==> src/rtl/brisc_pkg.sv <==
// Shared definitions for the BRISC operand path: select codes and immediate extension.
package brisc_pkg;

    localparam int SEL_W = 3;
    localparam int EXT_W = 64;

    localparam logic [SEL_W-1:0] SEL_REG    = 3'd0;
    localparam logic [SEL_W-1:0] SEL_IMM_Z  = 3'd1;
    localparam logic [SEL_W-1:0] SEL_PC     = 3'd2;
    localparam logic [SEL_W-1:0] SEL_IMM_S  = 3'd3;
    localparam logic [SEL_W-1:0] SEL_IMM_HI = 3'd4;
    localparam logic [SEL_W-1:0] SEL_FWD    = 3'd5;

    // Extends the low imm_w bits of imm to EXT_W; callers truncate to their datapath width.
    function automatic logic [EXT_W-1:0] ext_imm(input logic [EXT_W-1:0] imm,
                                                 input int imm_w,
                                                 input logic sign);
        logic [EXT_W-1:0] low_mask;
        logic [EXT_W-1:0] msb;
        low_mask = (EXT_W'(1) << imm_w) - EXT_W'(1);
        msb      = EXT_W'(1) << (imm_w - 1);
        if (sign && ((imm & msb) != '0))
            return (imm & low_mask) | ~low_mask;
        return imm & low_mask;
    endfunction

endpackage

==> src/rtl/operand_stage_if.sv <==
// Upstream/downstream handshake bundle of the operand-B stage.
interface operand_stage_if
    import brisc_pkg::*;
#(
    parameter int DATA_W = 16,
    parameter int IMM_W  = 8,
    parameter int PC_W   = 8,
    parameter int TAG_W  = 4
);
    logic              flush;
    logic              in_valid;
    logic              in_ready;
    logic [SEL_W-1:0]  imm_ctl;
    logic [DATA_W-1:0] reg_data;
    logic [IMM_W-1:0]  immediate;
    logic [PC_W-1:0]   pc;
    logic [DATA_W-1:0] fwd_data;
    logic [TAG_W-1:0]  in_tag;
    logic              out_valid;
    logic              out_ready;
    logic [DATA_W-1:0] data_to_alu;
    logic [TAG_W-1:0]  out_tag;
    logic              sel_err;

    modport master (
        output flush, in_valid, imm_ctl, reg_data, immediate, pc, fwd_data, in_tag, out_ready,
        input  in_ready, out_valid, data_to_alu, out_tag, sel_err
    );

    modport slave (
        input  flush, in_valid, imm_ctl, reg_data, immediate, pc, fwd_data, in_tag, out_ready,
        output in_ready, out_valid, data_to_alu, out_tag, sel_err
    );
endinterface

==> src/rtl/operand_stage_skid_buffer.sv <==
// Two-entry valid/ready slot: M drives the outputs, S catches the one entry accepted under stall.
//  state | meaning
//  EMPTY | M and S empty, ready to accept
//  ONE   | M holds the output entry, S empty
//  FULL  | M and S both hold entries, in_ready low
module skid_buffer #(
    parameter int W = 20
) (
    input  logic         clk,
    input  logic         rst_n,
    input  logic         flush,
    input  logic         in_valid,
    output logic         in_ready,
    input  logic [W-1:0] in_data,
    output logic         out_valid,
    input  logic         out_ready,
    output logic [W-1:0] out_data
);
    typedef enum logic [1:0] {
        EMPTY = 2'b00,
        ONE   = 2'b10,
        FULL  = 2'b11
    } state_t;

    state_t       state;
    logic [W-1:0] s_data;
    logic         accept;
    logic         xfer;

    assign accept = in_valid && in_ready;
    assign xfer   = out_valid && out_ready;

    always_ff @(posedge clk or negedge rst_n) begin
        if (!rst_n) begin
            state     <= EMPTY;
            in_ready  <= 1'b1;
            out_valid <= 1'b0;
            out_data  <= '0;
            s_data    <= '0;
        end else if (flush) begin
            state     <= EMPTY;
            in_ready  <= 1'b1;
            out_valid <= 1'b0;
        end else begin
            case (state)
                EMPTY: if (accept) begin
                    out_data  <= in_data;
                    out_valid <= 1'b1;
                    state     <= ONE;
                end
                ONE: begin
                    if (accept && xfer) begin
                        out_data <= in_data;
                    end else if (accept) begin
                        s_data   <= in_data;
                        in_ready <= 1'b0;
                        state    <= FULL;
                    end else if (xfer) begin
                        out_valid <= 1'b0;
                        state     <= EMPTY;
                    end
                end
                // in_ready is low here, so the only move is S sliding into M
                FULL: if (xfer) begin
                    out_data <= s_data;
                    in_ready <= 1'b1;
                    state    <= ONE;
                end
                default: begin
                    state     <= EMPTY;
                    in_ready  <= 1'b1;
                    out_valid <= 1'b0;
                end
            endcase
        end
    end
endmodule

==> src/rtl/operand_stage.sv <==
// Operand-B select for the BRISC ALU, registered through a two-entry skid slot.
module operand_stage
    import brisc_pkg::*;
#(
    parameter int DATA_W = 16,
    parameter int IMM_W  = 8,
    parameter int PC_W   = 8,
    parameter int TAG_W  = 4
) (
    input  logic            clk,
    input  logic            rst_n,
    operand_stage_if.slave  bus
);
    localparam int PAY_W = DATA_W + TAG_W;

    logic [DATA_W-1:0] imm_z;
    logic [DATA_W-1:0] imm_s;
    logic [DATA_W-1:0] imm_hi;
    logic [DATA_W-1:0] sel_data;
    logic [PAY_W-1:0]  out_pay;
    logic              accept;

    assign imm_z  = DATA_W'(ext_imm(EXT_W'(bus.immediate), IMM_W, 1'b0));
    assign imm_s  = DATA_W'(ext_imm(EXT_W'(bus.immediate), IMM_W, 1'b1));
    assign imm_hi = DATA_W'(bus.immediate) << (DATA_W - IMM_W);

    always_comb begin
        sel_data = bus.reg_data;
        case (bus.imm_ctl)
            SEL_REG:    sel_data = bus.reg_data;
            SEL_IMM_Z:  sel_data = imm_z;
            SEL_PC:     sel_data = DATA_W'(bus.pc);
            SEL_IMM_S:  sel_data = imm_s;
            SEL_IMM_HI: sel_data = imm_hi;
            SEL_FWD:    sel_data = bus.fwd_data;
            default:    sel_data = bus.reg_data;
        endcase
    end

    assign accept = bus.in_valid && bus.in_ready;

    // Sticky on any accepted reserved code, even one dropped by a same-cycle flush
    always_ff @(posedge clk or negedge rst_n) begin
        if (!rst_n)
            bus.sel_err <= 1'b0;
        else if (accept && (bus.imm_ctl > SEL_FWD))
            bus.sel_err <= 1'b1;
    end

    skid_buffer #(.W(PAY_W)) u_skid (
        .clk       (clk),
        .rst_n     (rst_n),
        .flush     (bus.flush),
        .in_valid  (bus.in_valid),
        .in_ready  (bus.in_ready),
        .in_data   ({bus.in_tag, sel_data}),
        .out_valid (bus.out_valid),
        .out_ready (bus.out_ready),
        .out_data  (out_pay)
    );

    assign {bus.out_tag, bus.data_to_alu} = out_pay;
endmodule

==> src/flat_wrapper.sv <==
// flat-port wrapper written by rule: the top's interface ports become plain ports
module operand_stage_flat import brisc_pkg::*;
#(
    parameter int DATA_W = 16,
    parameter int IMM_W  = 8,
    parameter int PC_W   = 8,
    parameter int TAG_W  = 4
)
  (clk, rst_n, bus_flush, bus_in_valid, bus_imm_ctl, bus_reg_data, bus_immediate, bus_pc, bus_fwd_data, bus_in_tag, bus_out_ready, bus_in_ready, bus_out_valid, bus_data_to_alu, bus_out_tag, bus_sel_err);
  operand_stage_if #(.DATA_W(DATA_W), .IMM_W(IMM_W), .PC_W(PC_W), .TAG_W(TAG_W)) bus_i ();
  input  logic clk;
  input  logic rst_n;
  input wire logic [$bits(bus_i.flush)-1:0] bus_flush;
  input wire logic [$bits(bus_i.in_valid)-1:0] bus_in_valid;
  input wire logic [$bits(bus_i.imm_ctl)-1:0] bus_imm_ctl;
  input wire logic [$bits(bus_i.reg_data)-1:0] bus_reg_data;
  input wire logic [$bits(bus_i.immediate)-1:0] bus_immediate;
  input wire logic [$bits(bus_i.pc)-1:0] bus_pc;
  input wire logic [$bits(bus_i.fwd_data)-1:0] bus_fwd_data;
  input wire logic [$bits(bus_i.in_tag)-1:0] bus_in_tag;
  input wire logic [$bits(bus_i.out_ready)-1:0] bus_out_ready;
  output wire logic [$bits(bus_i.in_ready)-1:0] bus_in_ready;
  output wire logic [$bits(bus_i.out_valid)-1:0] bus_out_valid;
  output wire logic [$bits(bus_i.data_to_alu)-1:0] bus_data_to_alu;
  output wire logic [$bits(bus_i.out_tag)-1:0] bus_out_tag;
  output wire logic [$bits(bus_i.sel_err)-1:0] bus_sel_err;
  assign bus_i.flush = bus_flush;
  assign bus_i.in_valid = bus_in_valid;
  assign bus_i.imm_ctl = bus_imm_ctl;
  assign bus_i.reg_data = bus_reg_data;
  assign bus_i.immediate = bus_immediate;
  assign bus_i.pc = bus_pc;
  assign bus_i.fwd_data = bus_fwd_data;
  assign bus_i.in_tag = bus_in_tag;
  assign bus_i.out_ready = bus_out_ready;
  assign bus_in_ready = bus_i.in_ready;
  assign bus_out_valid = bus_i.out_valid;
  assign bus_data_to_alu = bus_i.data_to_alu;
  assign bus_out_tag = bus_i.out_tag;
  assign bus_sel_err = bus_i.sel_err;
  operand_stage #(.DATA_W(DATA_W), .IMM_W(IMM_W), .PC_W(PC_W), .TAG_W(TAG_W)) u_core (.clk(clk), .rst_n(rst_n), .bus(bus_i));
endmodule
==> config.mk <==
export PLATFORM = sky130hd
export DESIGN_NAME = operand_stage_flat
export DESIGN_NICKNAME = d
export VERILOG_FILES = /design/src/rtl/brisc_pkg.sv /design/src/rtl/operand_stage_if.sv /design/src/rtl/operand_stage_skid_buffer.sv /design/src/rtl/operand_stage.sv /design/src/flat_wrapper.sv
export SDC_FILE = /design/constraint.sdc
export NUM_CORES = 1
export LEC_CHECK = 0
export CORE_MARGIN = 2
export CORE_UTILIZATION = 40
export DETAILED_ROUTE_END_ITERATION = 12
export HOLD_SLACK_MARGIN = 0.05
export PLACE_DENSITY_LB_ADDON = 0.3
export SLEW_MARGIN = 20
export SYNTH_ARGS = -nofsm -noshare
export SYNTH_HDL_FRONTEND = slang
export SYNTH_SLANG_ARGS = --single-unit
==> constraint.sdc <==
create_clock -name clk -period 2.05 [get_ports clk]
set_clock_uncertainty 0.15 [all_clocks]
set_input_delay 0.41 -clock clk [delete_from_list [all_inputs] [get_ports clk]]
set_output_delay 0.41 -clock clk [all_outputs]
set_load 0.1 [all_outputs]
After elaboration in Yosys (flattened, before gate mapping)
Cells that the tools add are included.
{"block": "word_totals", "reg_bits": 45, "out_inout_bits": 23}
{"block": "op_classes", "reduce_logical": 11, "n_mux": 26, "bitwise_logic": 2, "n_eq_ne": 19, "order_cmp": 1}
{"operator": "$pmux 16 s5", "count": 1}
{"operator": "$mux 20", "count": 3}
{"operator": "$pmux 20 s3", "count": 1}
{"operator": "$mux 16", "count": 2}
{"operator": "$mux 2", "count": 6}
{"operator": "$ne 3x3->1 const B", "count": 4}
{"operator": "$reduce_and 4->1", "count": 3}
{"operator": "$mux 1", "count": 10}
{"operator": "$reduce_and 5->1", "count": 2}
{"operator": "$ne 2x2->1 const B", "count": 4}
{"operator": "$eq 3x2->1 const B", "count": 2}
{"operator": "$eq 3x3->1 const B", "count": 2}
{"operator": "$ne 3x2->1 const B", "count": 2}
{"operator": "$pmux 1 s3", "count": 2}
{"operator": "$pmux 2 s3", "count": 1}
{"operator": "$eq 2x2->1 const B", "count": 2}
{"operator": "$logic_and 1x1->1", "count": 4}
{"operator": "$ne 4x3->1 const B", "count": 1}
{"operator": "$eq 3x1->1 const B", "count": 1}
{"operator": "$gt 3x3->1 const B", "count": 1}
{"operator": "$reduce_bool 3->1", "count": 1}
{"operator": "$logic_not 2->1", "count": 1}
{"operator": "$ne 2x1->1 const B", "count": 1}
{"operator": "$not 1->1", "count": 2}

Logic depth before layout (Yosys ltp)
{"block": "logic_depth", "ltp_word": 6, "mapped_depth": 8, "depth_no_buf": 6}

Modules after synthesis
A second synthesis with hierarchy kept.
{"block": "hier_totals", "cells_unflattened": 272, "hier_area_um2": 2839.0}
{"mod": "skid_buffer", "area_per_inst_um2": 2160.8, "seq_area_each_um2": 1102.3, "instances": 1, "cells_per_inst": 176}
{"mod": "operand_stage", "area_per_inst_um2": 678.2, "seq_area_each_um2": 25.0, "instances": 1, "cells_per_inst": 96}

Worst setup path before layout
Ideal clock, no wire load.
{"block": "synth_path", "path_type": "register to register", "from": "register u_core.u_skid.out_valid", "to": "register u_core.u_skid.out_data[14]", "setup_time_ns": 0.126, "slack_ns": -0.477, "synth_period_minus_slack_ns": 2.527, "n_path_buf": 2, "stages_incl_launch_ff": 6, "required_time_ns": 1.774, "arrival_ns": 2.250, "cell_sequence": "dfrtp_1 nand4_2 a2111o_1 buf_2 buf_6 a221o_1"}
{"block": "synth_via", "elab_chain_len": 4}
{"item": "start: declaration", "line_no": "operand_stage_skid_buffer.sv:15", "source": "output logic out_valid,"}
{"item": "start signal: assignment", "line_no": "operand_stage_skid_buffer.sv:37", "source": "out_valid <= 1'b0;"}
{"item": "start signal: assignment", "line_no": "operand_stage_skid_buffer.sv:43", "source": "out_valid <= 1'b0;"}
{"item": "start signal: assignment", "line_no": "operand_stage_skid_buffer.sv:48", "source": "out_valid <= 1'b1;"}
{"item": "$logic_and 1x1->1 *", "line_no": "operand_stage_skid_buffer.sv:31", "source": "assign xfer = out_valid && out_ready;"}
{"item": "$logic_and 1x1->1", "line_no": "operand_stage_skid_buffer.sv:52", "source": "if (accept && xfer) begin"}
{"item": "$ne 2x2->1 (no source line)"}
{"item": "$reduce_and 5->1 (no source line) *"}
{"item": "end signal: assignment", "line_no": "operand_stage_skid_buffer.sv:47", "source": "out_data <= in_data;"}
{"item": "end signal: assignment", "line_no": "operand_stage_skid_buffer.sv:53", "source": "out_data <= in_data;"}
{"item": "end signal: assignment", "line_no": "operand_stage_skid_buffer.sv:65", "source": "out_data <= s_data;"}
{"item": "end: declaration", "line_no": "operand_stage_skid_buffer.sv:17", "source": "output logic [W-1:0] out_data"}
Mark *: on every way between the ends. The rest lies on a longest branch, timed or not.
A chain may end at the register's enable or synchronous reset.

Worst setup path after layout
{"block": "layout_path", "from": "register u_core.u_skid.state[1]", "to": "register u_core.u_skid.out_data[14]"}
{"block": "layout_via", "elab_chain_len": 3}
{"item": "start: declaration", "line_no": "operand_stage_skid_buffer.sv:25", "source": "state_t state;"}
{"item": "start signal: assignment", "line_no": "operand_stage_skid_buffer.sv:35", "source": "state <= EMPTY;"}
{"item": "start signal: assignment", "line_no": "operand_stage_skid_buffer.sv:41", "source": "state <= EMPTY;"}
{"item": "start signal: assignment", "line_no": "operand_stage_skid_buffer.sv:49", "source": "state <= ONE;"}
{"item": "$eq 2x2->1 / $logic_not 2->1 (equally long branches)", "line_no": "operand_stage_skid_buffer.sv:45", "source": "case (state)"}
{"item": "$ne 2x2->1 (no source line) (tied with other cells)"}
{"item": "$reduce_and 5->1 (no source line)"}
Several ways; a longest one is shown, not always the timed one.

==> results_dict.tcl <==
set metrics [dict create \
    postSynthAreaPerCell_um2 10.5 \
    vias 2618 \
    crit_path_top_delay_cell "dfrtp_1" \
    cp_cell_sequence "buf_4 > ha_2 > a21boi_4 > buf_4 > a2111oi_4 > buf_6 > buf_12 > buf_12 > and3_4 > a221o_1" \
    avgViaCountPerCell 5.91 \
    finalInstanceArea_mm2 0.00442 \
    io_pins 83 \
    die_area_mm2 0.00715 \
    rows 29 \
    initial_core_util 0.411 \
    die_y_um 84.6 \
    antenna_found_initial 0 \
    syn_area_mm2 0.00260 \
    cp_max_fo 6 \
    worst-r2r-setup-slack_ns -0.12 \
    die_w_um 84.6 \
    cts_buffer_depth 2 \
    finalWorstSetupSlack_ns -0.117 \
    syn_to_final_growth_pct 70.3 \
    rsz0062_at_grt "true" \
    num_antenna_cells 0 \
    fin_crit_ns 2.17 \
    cap_violations 0 \
    path_class "register to register" \
    period_share 1.06 \
    gp_routability_congestion 0.770 \
    grt_util_all_layers 0.240 \
    overflow 0 \
    seq_area_frac_synth 0.434 \
    drv_slew 0 \
    drtIter0Drc 146 \
    ys_top_cells_by_area "dfrtp_1 42%, mux2_2 7.8%, a21oi_1 4.2%" \
    synthFlopType "dfrtp_1" \
    crit_path_end_kind "register" \
    hold_class "register to register" \
    numPortBuffers 82 \
    first_global_vias 2766 \
    status "complete, but fails checks" \
    place_area_mm2 0.00406 \
    holdPathStages 1 \
    failed_checks "negative setup slack" \
    root_buffer "clkbuf_8" \
    async_reset_ff_frac 1.00 \
    cts_made_buffers 5 \
    worst-path-buf-inv 5 \
    grt_pass1_wl_mm 13.6 \
    place_hpwl_mm 5.85 \
    critPathArrivalTime_ns 2.25 \
    routed_wl_mm 8.64 \
    routedWlPerCell_um 19.5 \
    leakagePower_uw 0.00188 \
    yosysTopAreaCell "dfrtp_1" \
    tns_ns -1.14 \
    cts_sinks 45 \
    synth_common_cells "44 x dfrtp_1, 22 x a21oi_1, 18 x mux2_2, 17 x nand2_1, 17 x nor2_1" \
    critPathMaxStageDelay_ns 0.39 \
    worst-slew-pin-transition_ns 0.429 \
    critPathRequiredTime_ns 2.13 \
    ys_types 45 \
    synth_cells 248 \
    cts_max_level 2 \
    crit_cells 10 \
    final_hold_viol_count 0 \
    dp_slack_ns -0.395 \
    cp-start-kind "register" \
    postRouteAntennaNets 0 \
    post-synth-top-count-cell "dfrtp_1" \
    yosysWarningCount 0 \
    syn_nets 313 \
    final_util 0.700 \
    drive_gt1_frac 0.347 \
    cts_tree "done" \
    clkLatencyLatePin_ns 0.30 \
    max_freq_ghz 0.461 \
    first_pass_iters 4 \
    drc 0 \
    max_slew_margin 0.714 \
    synth_top_area_frac 0.424 \
    core_area_mm2 0.00631 \
    setup_viol 21 \
    vdd_drop_max_v 0.00118 \
    grt_max_degree 33 \
    synth-edff-count 0 \
    ys_seq_elements 45 \
    nets 430 \
    cp_top_family "buffers and inverters" \
    power.density_mw_per_mm2 1480 \
    clkTransAtPathRegs_ns 0.09 \
    ff2ff_path_depth 10 \
]
placed cells by master (no fill, tap or decap), types with 2 or more instances in the layout:
master / netlist / layout
a311oi_2: 0 / 8
a32oi_1: 8 / 8
a2bb2oi_1: 7 / 7
buf_12: 0 / 29
dfrtp_1: 44 / 43
clkdlybuf4s50_1: 0 / 56
mux2_4: 0 / 2
a211oi_1: 2 / 2
mux2i_1: 4 / 4
a21o_1: 10 / 9
and3_1: 8 / 6
nand3b_1: 3 / 3
nor3_1: 8 / 8
a21oi_1: 22 / 22
nor2_2: 1 / 2
buf_16: 0 / 3
ha_1: 5 / 2
a21boi_4: 0 / 2
nor2_1: 17 / 16
buf_6: 3 / 6
a221o_1: 9 / 9
clkbuf_8: 0 / 6
buf_4: 2 / 31
a311o_1: 8 / 8
mux2_2: 18 / 18
ha_2: 0 / 2
nor2b_1: 3 / 2
and3_4: 0 / 2
nand2_1: 17 / 17
sequential cells by signal (all words and copies together), names as in the netlist:
signal	cells
u_core.u_skid.s_data	20
u_core.u_skid.out_valid	1
u_core.u_skid.out_data	20
u_core.u_skid.state	2
u_core.u_skid.in_ready	1
u_core.bus.sel_err	1
timing repair:
item,4_1_cts,5_1_grt
setup endpoints to repair,24,42
endpoints found under the hold margin,15,0
hold buffers,1,0
buffers inserted,6,0
gates resized for setup,21,8
cloned,3,0
pin swaps,2,1
final cells by class:
cell class / instances / area [µm²]
inverter: 2 / 7.51
clock buffer: 7 / 86.3
fill: 446 / 1890
clock inverter: 1 / 30.0
multi-input combinational: 182 / 1510
sequential: 45 / 1130
timing repair buffer: 129 / 1560
tap: 77 / 96.3
power by group:
part,total (µW),switching [µW],internal [µW]
combinational,4140,2330,1810
sequential,1680,373,1310
clock,706,308,398
total,6530,3010,3520
stage by stage:
stage,total power (µW),cells,hold WS (ns)
final,6530,443,0.333
after global routing,6790,443,0.350
after CTS,6490,443,0.337
after detailed placement,5470,426,0.225
after global placement,5410,426,0.220
after floorplan,3930,248,-0.0356
cells by family (layout without fill, tap and decap cells):
family                     count (synthesis)  in the layout  synth area share
DFF                                       45             45             0.434
and+or+nand+nor                           68             68             0.134
buffers and inverters                     21            139            0.0434
AOI/OAI and AO/OA                         84             84             0.257
adders and majority gates                  5              5            0.0241
muxes                                     25             25             0.107
final timing paths:
| path | startpoint | to |
|---|---|---|
| setup / recovery | u_core.u_skid.state[1] | u_core.u_skid.out_data[14] |
| hold / removal | u_core.u_skid.s_data[4] | u_core.u_skid.s_data[4] |
| setup reg to reg | u_core.u_skid.state[1] | u_core.u_skid.out_data[14] |
| hold reg to reg | u_core.u_skid.s_data[4] | u_core.u_skid.s_data[4] |
| max in group asynchronous | rst_n | u_core.u_skid.out_data[17] |
| min in group asynchronous | rst_n | u_core.u_skid.out_data[15] |
metal layers:
metal,share of wire,vias up,track usage
met3,0.072,13,0.0433
met4,0.020,0,0.0851
met5,0,-,0
met2,0.50,126,0.403
li1,-,1187,-
met1,0.41,1292,0.310
(Power assumes the default switching activity.)
